<file path="config.mk">
export PLATFORM = sky130hd
export DESIGN_NAME = victim_writeback_buffer
export DESIGN_NICKNAME = d
export VERILOG_FILES = /design/src/rtl/victim_writeback_buffer.sv
export SDC_FILE = /design/constraint.sdc
export NUM_CORES = 1
export LEC_CHECK = 0
export CAP_MARGIN = 20
export CORE_MARGIN = 4
export CORE_UTILIZATION = 55
export CTS_CLUSTER_DIAMETER = 200
export DETAILED_ROUTE_END_ITERATION = 7
export GPL_ROUTABILITY_DRIVEN = 0
export PLACE_DENSITY = 0.76
export SETUP_SLACK_MARGIN = 0.4
export SLEW_MARGIN = 20
export SYNTH_ARGS = -nofsm -noshare
export SYNTH_HDL_FRONTEND = slang
export SYNTH_SLANG_ARGS = --single-unit
</file>
<file path="constraint.sdc">
create_clock -name clk -period 2.1 [get_ports clk]
set_input_delay 0.42 -clock clk [delete_from_list [all_inputs] [get_ports clk]]
set_output_delay 0.42 -clock clk [all_outputs]
set_load 0.03 [all_outputs]
</file>
<file path="src/rtl/victim_writeback_buffer.sv">
// victim_writeback_buffer
//   Collects evicted dirty cache lines word-by-word (any word order) into a
//   small circular FIFO of line entries, then drains each completed line to
//   memory as single-word writes on a req/ack handshake, lowest word first.
//   A snoop port reports whether a line address is still held in the buffer.
//
// Ports
//   clk, rst          clock, synchronous active-high reset
//   alloc_i/_adr_i    open a new line entry at the given line address
//   vic_valid_i       victim word strobe; vic_word_i selects the word,
//                     vic_dat_i carries the data
//   full_o, empty_o   no entry free / no entry allocated
//   fill_busy_o       an entry is open and still collecting words
//   snoop_adr_i       address to look up; snoop_hit_o is combinational
//   mem_req_o/_we_o   registered write request to memory
//   mem_adr_o/_dat_o  registered word address and write data
//   mem_ack_i         memory accepted the presented word
module victim_writeback_buffer #(
  parameter int unsigned WORD_WIDTH        = 32,
  parameter int unsigned ADR_WIDTH         = 32,
  parameter int unsigned WORD_OFFSET_WIDTH = 2,
  parameter int unsigned ENTRIES           = 2
) (
  input  logic                         clk,
  input  logic                         rst,
  input  logic                         alloc_i,
  input  logic [ADR_WIDTH-1:0]         alloc_adr_i,
  input  logic                         vic_valid_i,
  input  logic [WORD_WIDTH-1:0]        vic_dat_i,
  input  logic [WORD_OFFSET_WIDTH-1:0] vic_word_i,
  output logic                         full_o,
  output logic                         empty_o,
  output logic                         fill_busy_o,
  input  logic [ADR_WIDTH-1:0]         snoop_adr_i,
  output logic                         snoop_hit_o,
  output logic                         mem_req_o,
  output logic                         mem_we_o,
  output logic [ADR_WIDTH-1:0]         mem_adr_o,
  output logic [WORD_WIDTH-1:0]        mem_dat_o,
  input  logic                         mem_ack_i
);

  localparam int unsigned WORDS    = 1 << WORD_OFFSET_WIDTH;
  localparam int unsigned LINE_LSB = WORD_OFFSET_WIDTH + 2;
  localparam int unsigned BASE_W   = ADR_WIDTH - LINE_LSB;
  localparam int unsigned PTR_W    = $clog2(ENTRIES);
  localparam int unsigned CNT_W    = PTR_W + 1;

  typedef enum logic {
    D_IDLE,
    D_WRITE
  } drain_state_e;

  // Per-entry storage
  logic [BASE_W-1:0]     base_q [ENTRIES];
  logic [BASE_W-1:0]     base_d [ENTRIES];
  logic [WORD_WIDTH-1:0] word_q [ENTRIES][WORDS];
  logic [WORD_WIDTH-1:0] word_d [ENTRIES][WORDS];
  logic [WORDS-1:0]      mask_q [ENTRIES];
  logic [WORDS-1:0]      mask_d [ENTRIES];
  logic [ENTRIES-1:0]    valid_q, valid_d;
  logic [ENTRIES-1:0]    ready_q, ready_d;

  // FIFO bookkeeping
  logic [PTR_W-1:0]      wr_ptr_q, wr_ptr_d;
  logic [PTR_W-1:0]      rd_ptr_q, rd_ptr_d;
  logic [CNT_W-1:0]      count_q, count_d;
  logic                  fill_busy_q, fill_busy_d;

  // Drain side
  drain_state_e                 state_q, state_d;
  logic [WORD_OFFSET_WIDTH-1:0] wcnt_q, wcnt_d;
  logic                         mem_req_q, mem_req_d;
  logic                         mem_we_q, mem_we_d;
  logic [ADR_WIDTH-1:0]         mem_adr_q, mem_adr_d;
  logic [WORD_WIDTH-1:0]        mem_dat_q, mem_dat_d;

  logic full, empty, alloc_acc, free_entry, snoop_hit;

  // Line-offset bits of the address inputs are don't-care by design.
  logic unused_adr_bits;
  assign unused_adr_bits = ^{alloc_adr_i[LINE_LSB-1:0], snoop_adr_i[LINE_LSB-1:0]};

  always_comb begin
    base_d      = base_q;
    word_d      = word_q;
    mask_d      = mask_q;
    valid_d     = valid_q;
    ready_d     = ready_q;
    wr_ptr_d    = wr_ptr_q;
    rd_ptr_d    = rd_ptr_q;
    fill_busy_d = fill_busy_q;
    state_d     = state_q;
    wcnt_d      = wcnt_q;
    mem_req_d   = mem_req_q;
    mem_adr_d   = mem_adr_q;
    mem_dat_d   = mem_dat_q;
    free_entry  = 1'b0;

    // full is taken from the pre-edge count, so a same-cycle free never
    // lets an alloc through while full.
    full      = (count_q == CNT_W'(ENTRIES));
    empty     = (count_q == '0);
    alloc_acc = alloc_i && !full && !fill_busy_q;

    // Fill side: alloc and fill are mutually exclusive because alloc needs
    // fill_busy low, while a fill write needs it high.
    if (alloc_acc) begin
      base_d[wr_ptr_q]  = alloc_adr_i[ADR_WIDTH-1:LINE_LSB];
      mask_d[wr_ptr_q]  = '0;
      valid_d[wr_ptr_q] = 1'b1;
      ready_d[wr_ptr_q] = 1'b0;
      fill_busy_d       = 1'b1;
    end else if (fill_busy_q && vic_valid_i) begin
      word_d[wr_ptr_q][vic_word_i] = vic_dat_i;
      mask_d[wr_ptr_q][vic_word_i] = 1'b1;
      if (&mask_d[wr_ptr_q]) begin
        ready_d[wr_ptr_q] = 1'b1;
        fill_busy_d       = 1'b0;
        wr_ptr_d          = wr_ptr_q + 1'b1;
      end
    end

    // Drain side
    case (state_q)
      D_IDLE: begin
        if (ready_q[rd_ptr_q]) begin
          state_d   = D_WRITE;
          wcnt_d    = '0;
          mem_req_d = 1'b1;
          mem_adr_d = {base_q[rd_ptr_q], {WORD_OFFSET_WIDTH{1'b0}}, 2'b00};
          mem_dat_d = word_q[rd_ptr_q][0];
        end
      end
      D_WRITE: begin
        if (mem_ack_i) begin
          if (wcnt_q != '1) begin
            wcnt_d    = wcnt_q + 1'b1;
            mem_adr_d = {base_q[rd_ptr_q], wcnt_d, 2'b00};
            mem_dat_d = word_q[rd_ptr_q][wcnt_d];
          end else begin
            free_entry        = 1'b1;
            valid_d[rd_ptr_q] = 1'b0;
            ready_d[rd_ptr_q] = 1'b0;
            mask_d[rd_ptr_q]  = '0;
            rd_ptr_d          = rd_ptr_q + 1'b1;
            mem_req_d         = 1'b0;
            state_d           = D_IDLE;
          end
        end
      end
      default: state_d = D_IDLE;
    endcase

    mem_we_d = mem_req_d;
    count_d  = count_q + CNT_W'(alloc_acc) - CNT_W'(free_entry);
  end

  // Hit on any allocated entry; the entry freed on this edge is still valid
  // until the edge, so it keeps reporting a hit for this cycle.
  always_comb begin
    snoop_hit = 1'b0;
    for (int unsigned i = 0; i < ENTRIES; i++) begin
      if (valid_q[i] && (base_q[i] == snoop_adr_i[ADR_WIDTH-1:LINE_LSB])) begin
        snoop_hit = 1'b1;
      end
    end
  end

  always_ff @(posedge clk) begin
    if (rst) begin
      for (int unsigned i = 0; i < ENTRIES; i++) begin
        base_q[i] <= '0;
        mask_q[i] <= '0;
        for (int unsigned j = 0; j < WORDS; j++) begin
          word_q[i][j] <= '0;
        end
      end
      valid_q     <= '0;
      ready_q     <= '0;
      wr_ptr_q    <= '0;
      rd_ptr_q    <= '0;
      count_q     <= '0;
      fill_busy_q <= 1'b0;
      state_q     <= D_IDLE;
      wcnt_q      <= '0;
      mem_req_q   <= 1'b0;
      mem_we_q    <= 1'b0;
      mem_adr_q   <= '0;
      mem_dat_q   <= '0;
    end else begin
      base_q      <= base_d;
      word_q      <= word_d;
      mask_q      <= mask_d;
      valid_q     <= valid_d;
      ready_q     <= ready_d;
      wr_ptr_q    <= wr_ptr_d;
      rd_ptr_q    <= rd_ptr_d;
      count_q     <= count_d;
      fill_busy_q <= fill_busy_d;
      state_q     <= state_d;
      wcnt_q      <= wcnt_d;
      mem_req_q   <= mem_req_d;
      mem_we_q    <= mem_we_d;
      mem_adr_q   <= mem_adr_d;
      mem_dat_q   <= mem_dat_d;
    end
  end

  assign full_o      = full;
  assign empty_o     = empty;
  assign fill_busy_o = fill_busy_q;
  assign snoop_hit_o = snoop_hit;
  assign mem_req_o   = mem_req_q;
  assign mem_we_o    = mem_we_q;
  assign mem_adr_o   = mem_adr_q;
  assign mem_dat_o   = mem_dat_q;

endmodule

</file>
==> results of run 1 <==
==> where the power goes <==
group          switching (mW)  internal, mW  total (mW)  leakage, nW
Sequential             0.0710          7.54        7.61         3.18
Combinational           0.552         0.413       0.964         3.44
Clock                    2.89          4.04        6.93        0.609
Total                    3.51          12.0        15.5         7.23
==> per-layer routing <==
layer,up-vias,part of all wire [%],global-route usage [%],wire [um]
met5,-,0.024,0,13
met4,2,4.3,13.7,2310
met3,178,9.2,5.47,4920
met2,877,48,50.5,25500
met1,7379,39,38.8,20600
li1,7078,-,-,-
==> registers in the layout, summed over array words and instances (netlist names), 2 cells and up <==
name and count:
word_q 256, base_q 56, mem_dat_o 32, mem_adr_o 29, mask_q 8, count_q 2
ready_q 2, valid_q 2
==> cells in the final DEF (no fill, tap or decap), types with 7 or more instances in the layout <==
cell	synthesis	layout
nand2_1	674	674
a211oi_2	20	26
buf_12	0	35
a21oi_1	350	350
dfxtp_1	393	384
xor2_1	20	19
buf_6	8	13
clkbuf_2	0	27
clkbuf_16	0	45
nor2_1	55	26
nor2_4	0	10
mux4_2	42	42
nand4_1	9	9
o211ai_1	23	23
mux2i_1	84	81
buf_16	0	11
clkdlybuf4s15_2	0	13
o21ai_2	1	7
clkdlybuf4s50_1	0	91
clkbuf_1	83	11
o21a_1	8	8
inv_1	9	7
clkdlybuf4s15_1	0	17
buf_4	11	76
a22oi_1	25	25
xnor2_1	36	36
a31oi_1	11	11
nor2_2	0	19
==> cells by family (layout without fill, tap and decap cells) <==
group / Yosys count / after routing / share of synthesized area [%]
XOR/XNOR: 56 / 56 / 2.91
AND/OR/NAND/NOR: 770 / 770 / 17.8
flip-flops: 393 / 393 / 46.6
other: 1 / 3 / 0.0222
adder cells (fa/ha/maj): 3 / 3 / 0.223
multiplexers: 127 / 127 / 10.7
buffers and inverters: 196 / 376 / 5.71
AO/OA/AOI/OAI: 468 / 468 / 16.0
==> layout make-up <==
cell class | instances | area, um^2
fillers | 2145 | 8560
multi-input cells | 1426 | 8370
flip-flops and latches | 393 | 7890
repair buffers | 303 | 3360
clock buffers | 60 | 1200
well taps | 390 | 488
clock inverters | 3 | 43.8
inverters | 10 | 40.0
diodes | 1 | 2.50
==> metrics by stage <==
stage,instance area [um^2],utilization [%]
final,21400,71.4
after global routing,21400,71.4
after CTS,21100,70.4
after detailed placement,19200,64.2
after global placement,19200,64.2
after floorplan,16900,-
==> worst min path at each step <==
stage / to / cells after the start / start / slack [ns]
finish: base_q[55] / 2 / rst / 0.33
global placement: word_q[41] / 2 / word_q[41] / 0.44
global route: rd_ptr_q / 2 / rst / 0.34
detailed placement: mem_dat_o[8] / 2 / mem_dat_o[8] / 0.45
CTS: mem_we_o / 2 / rst / 0.32
floorplan: word_q[0] / 2 / word_q[0] / 0.43
==> repair_timing <==
action,4_1_cts,5_1_grt
pin swaps,19,30
setup endpoints to repair,124,103
buffers inserted,25,9
resized for setup,178,137
cloned,10,2
==> impl_metrics.toml, run 1 <==
[critical_path]
worst_r2r_startpoint = "wcnt_q[0]"
crit_buf_inv = 1
arrival_ns = 2.04
crit_type = "register to primary output"
crit_slowest_cell = "dfxtp_1"
r2r_cells = 8
cp_cell_sequence = "xor2_1 -> nor4_1 -> nand4_1 -> o41ai_4 -> buf_6"
cp.required_ns = 1.68
r2r-end = "mem_dat_o[23]"
startpoint = "base_q[22]"
critPathMaxFanout = 3
crit_family = "simple AND/OR/NAND/NOR gates"
cp-end-kind = "primary output"
slowest_delay_ns = 0.35
cp.depth = 5
start_kind = "register"
reg2reg_slack_ns = 0.29
crit_path_end = "snoop_hit_o"

[run]
timing.max_cap.violations = 0

[cells_and_area]
drive_gt1_share_pct = 17.3
area_delta_synth_final_pct = 26.8
final_nets = 2281
fin_cells = 2586

[place]
port_buffers = 162
placed_cells = 2476
dpl_worst_slack_ns = -0.398
place_hpwl_mm = 31.4

[min_path]
hp-class = "input port to register"

[clock_network]
cts_tree = "built"
clockRootBuffer = "clkbuf_16"
max-clock-path-buffers = 3
htree_levels = 2
cts_buffers = 41
clk_pin_slew_ns = 0.06
clk_latency_ns = 0.53
cts_hold_buffers = 0
cts_sinks = 393

[logic_synthesis]
avgSynthCellArea_um2 = 8.38
postSynthCellCount = 2014
yosysUniqueCellTypes = 50
synth-edff-count = 0
yosysWarnings = 0
yosysMostFrequentCell = "nand2_1"
synth_ff_type = "dfxtp_1"
yosysSeqAreaShare_pct = 46.6
synth_common_cells = "674 x nand2_1, 393 x dfxtp_1, 350 x a21oi_1, 84 x mux2i_1, 83 x clkbuf_1"
synth-seq-cells = 393
syn_area_um2 = 16900
synth_largest_area_cell = "dfxtp_1"
netlist.area_leader.share_pct = 46.6
netlist_top_cells_area = "dfxtp_1 47%, nand2_1 15%, a21oi_1 10%"
async_reset_ff_share_pct = 0

[sta]
hold_violations = 0
tightest_slew_ns = 0.545
fin_hold_ws_ns = 0.334
fin_setup_tns_ns = -0.362
post-route-min-period_ns = 2.46
rsz0062_at_grt = "true"
period_share_pct = 117
drv_slew = 0
setup_viol = 1
skew_ns = 0.0175
slew_headroom_pct = 63.7
setup_slack_ns = -0.362
fmax_mhz = 406

[floorplanning]
ios = 173
die_area_um2 = 33500
core_um2 = 30000
dieWidth_um = 183
start_util_pct = 56.3
die_h_um = 183
num_rows = 63

[drt]
ant_nets = 0
drt_iter0_drc = 1667
drc = 0
drt_wl_total_mm = 53.4
detail_route.wl_per_cell_um = 20.6
drt_first_pass_iters = 7
vias = 15500
avgViaCountPerCell = 6.00

[pwr]
power_density_nw_per_um2 = 725
total_power_mw = 15.5
p_leak_nw = 7.23
irDropWorstVdd_mv = 0.964

[grt]
grt_pass1_vias = 15400
grt_max_degree = 70
antenna_found_initial = 2
track_usage_pct = 30.4
overflow = 0
grt_pass1_wl_mm = 82.4

[outcome]
violations = "setup timing"
status = "finished, violations left"
No activity file was read; power rests on OpenSTA's default activity.
==> run 2: changes to the inputs <==
--- a/config.mk
+++ b/config.mk
@@ -11,9 +11,11 @@
 export CTS_CLUSTER_DIAMETER = 200
 export DETAILED_ROUTE_END_ITERATION = 7
 export GPL_ROUTABILITY_DRIVEN = 0
+export MAX_ROUTING_LAYER = met4
 export PLACE_DENSITY = 0.76
 export SETUP_SLACK_MARGIN = 0.4
 export SLEW_MARGIN = 20
 export SYNTH_ARGS = -nofsm -noshare
 export SYNTH_HDL_FRONTEND = slang
 export SYNTH_SLANG_ARGS = --single-unit
+export TNS_END_PERCENT = 5
==> run 2 against run 1 <==
The run still ends with setup timing left. Clock skew is 0.0072 ns lower. Die area unchanged. Global-route usage down 1.3 points. Combinational power shrank 3.0%. Critical path type is now input port to primary output.
==> impl_metrics.toml, run 2 (same netlist as run 1, synthesis figures left out) <==
[sta]
fmax_mhz = 397
hold_violations = 0
period_share_pct = 120
skew_ns = 0.0102
setup_slack_ns = -0.421
tightest_slew_ns = 0.527
post-route-min-period_ns = 2.52
drv_slew = 0
setup_viol = 1
slew_headroom_pct = 64.9
fin_hold_ws_ns = 0.306
rsz0062_at_grt = "true"

[floorplanning]
ios = 173
die_area_um2 = 33500
dieWidth_um = 183
start_util_pct = 56.3
die_h_um = 183
num_rows = 63
core_um2 = 30000

[grt]
grt_pass1_wl_mm = 76.5
antenna_found_initial = 3
overflow = 0
track_usage_pct = 29.0
grt_pass1_vias = 14300
grt_max_degree = 108

[drt]
drt_iter0_drc = 1607
avgViaCountPerCell = 5.92
drt_first_pass_iters = 6
drc = 0
ant_nets = 0
detail_route.wl_per_cell_um = 20.0
vias = 15000
drt_wl_total_mm = 50.7

[cells_and_area]
fin_cells = 2541
final_cell_area_um2 = 20600
final_nets = 2231
fill_cells = 2340
fin_util_pct = 68.7
mostFrequentLayoutCell = "nand2_1"
final_cell_mix = "674 x nand2_1, 383 x dfxtp_1, 350 x a21oi_1"
multiInputGateArea_um2 = 8210
regMostFlops = "word_q"
register_area_um2 = 7890
largest_reg_flops = 256
drive_gt1_share_pct = 13.2
area_delta_synth_final_pct = 22.0

[pwr]
switching_share_pct = 22.4
power_frac_seq_pct = 49.7
p_int_mw = 11.9
power_density_nw_per_um2 = 744
irDropWorstVdd_mv = 0.574
p_clk_share_pct = 44.2
p_leak_nw = 6.88
comb_power_share_pct = 6.1
switchingPower_mw = 3.44

[critical_path]
start_kind = "input port"
slowest_delay_ns = 0.48
cp.required_ns = 1.68
arrival_ns = 2.10
crit_slowest_cell = "clkdlybuf4s50_1"
reg2reg_slack_ns = 0.42
cp-end-kind = "primary output"
worst_r2r_startpoint = "rd_ptr_q"
critPathMaxFanout = 2
cp_cell_sequence = "clkdlybuf4s50_1 -> xor2_1 -> nor4_1 -> nand4_1 -> o41ai_4 -> buf_4"
r2r_cells = 6
crit_type = "input port to primary output"
r2r-end = "mem_dat_o[0]"

[place]
port_buffers = 162
placed_cells = 2462
placed_area_um2 = 19000
place_hpwl_mm = 30.8

[clock_network]
clk_latency_ns = 0.52
cts_sinks = 393
clk_pin_slew_ns = 0.06
htree_levels = 2
clockRootBuffer = "clkbuf_16"
cts_tree = "built"
max-clock-path-buffers = 3
cts_buffers = 40

[run]
timing.max_cap.violations = 0

[min_path]
worstHoldEndpoint = "rd_ptr_q"
hp-class = "input port to register"
hold_depth = 2
min-delay-start = "rst"

[outcome]
violations = "setup timing"
status = "finished, violations left"
## run 2: worst max-delay path by stage
| stage | startpoint | to | slack (ns) |
|---|---|---|---|
| 5_1_grt | snoop_adr_i[17] | snoop_hit_o | -0.46 |
| 6_report | snoop_adr_i[8] | snoop_hit_o | -0.42 |
| 4_1_cts | base_q[19] | snoop_hit_o | -0.41 |
| 2_1_floorplan | snoop_adr_i[23] | snoop_hit_o | 0.21 |
| 3_3_place_gp | snoop_adr_i[23] | snoop_hit_o | -0.44 |
| 3_5_place_dp | snoop_adr_i[23] | snoop_hit_o | -0.46 |
## run 2: per-layer routing
layer / vias up / share of wire (%) / GRT usage, %
li1: 6969 / - / -
met1: 7219 / 40 / 37.0
met2: 714 / 48 / 47.1
met3: 133 / 8.7 / 4.32
met4: 0 / 3.2 / 10.9
met5: - / 0 / -
## run 2: power groups by stage
stage	clock network, mW	registers [mW]	logic (mW)
after global routing	7.11	7.61	1.00
final	6.77	7.61	0.935
after floorplan	0	7.75	0.504
after CTS	6.82	7.60	0.914
after global placement	0	7.76	0.888
after detailed placement	0	7.77	0.901
## run 2: cell type report
type	instances	area share, %
repair buffers	254	13.2
multi-input cells	1426	39.9
flip-flops and latches	393	38.3
inverters	10	0.195
diodes	3	0.0365
clock buffers	60	5.87
clock inverters	5	0.122
well taps	390	2.37
## run 2: what timing repair did
item | CTS | global route
pin swaps | 21 | 10
buffers inserted | 0 | 6
hold buffers | 0 | 0
endpoints found under the setup margin | 127 | 165
cloned | 0 | 5
resized for setup | 134 | 63
## run 2: per-stage QoR
| stage | total power [mW] | setup TNS [ns] | worst slack, ns |
|---|---|---|---|
| 3_5_place_dp | 8.67 | -1.22 | -0.459 |
| 3_3_place_gp | 8.65 | -1.15 | -0.443 |
| 6_report | 15.3 | -0.421 | -0.421 |
| 4_1_cts | 15.3 | -0.410 | -0.410 |
| 5_1_grt | 15.7 | -0.465 | -0.465 |
| 2_1_floorplan | 8.26 | 0 | 0.210 |
## run 2: worst max-delay path, delay by kind of cell
kind | cells | cell delay, ns
buffers and inverters | 2 | 0.70
AOI/OAI and AO/OA | 1 | 0.34
xor gates and xnor gates | 1 | 0.17
and+or+nand+nor | 2 | 0.47
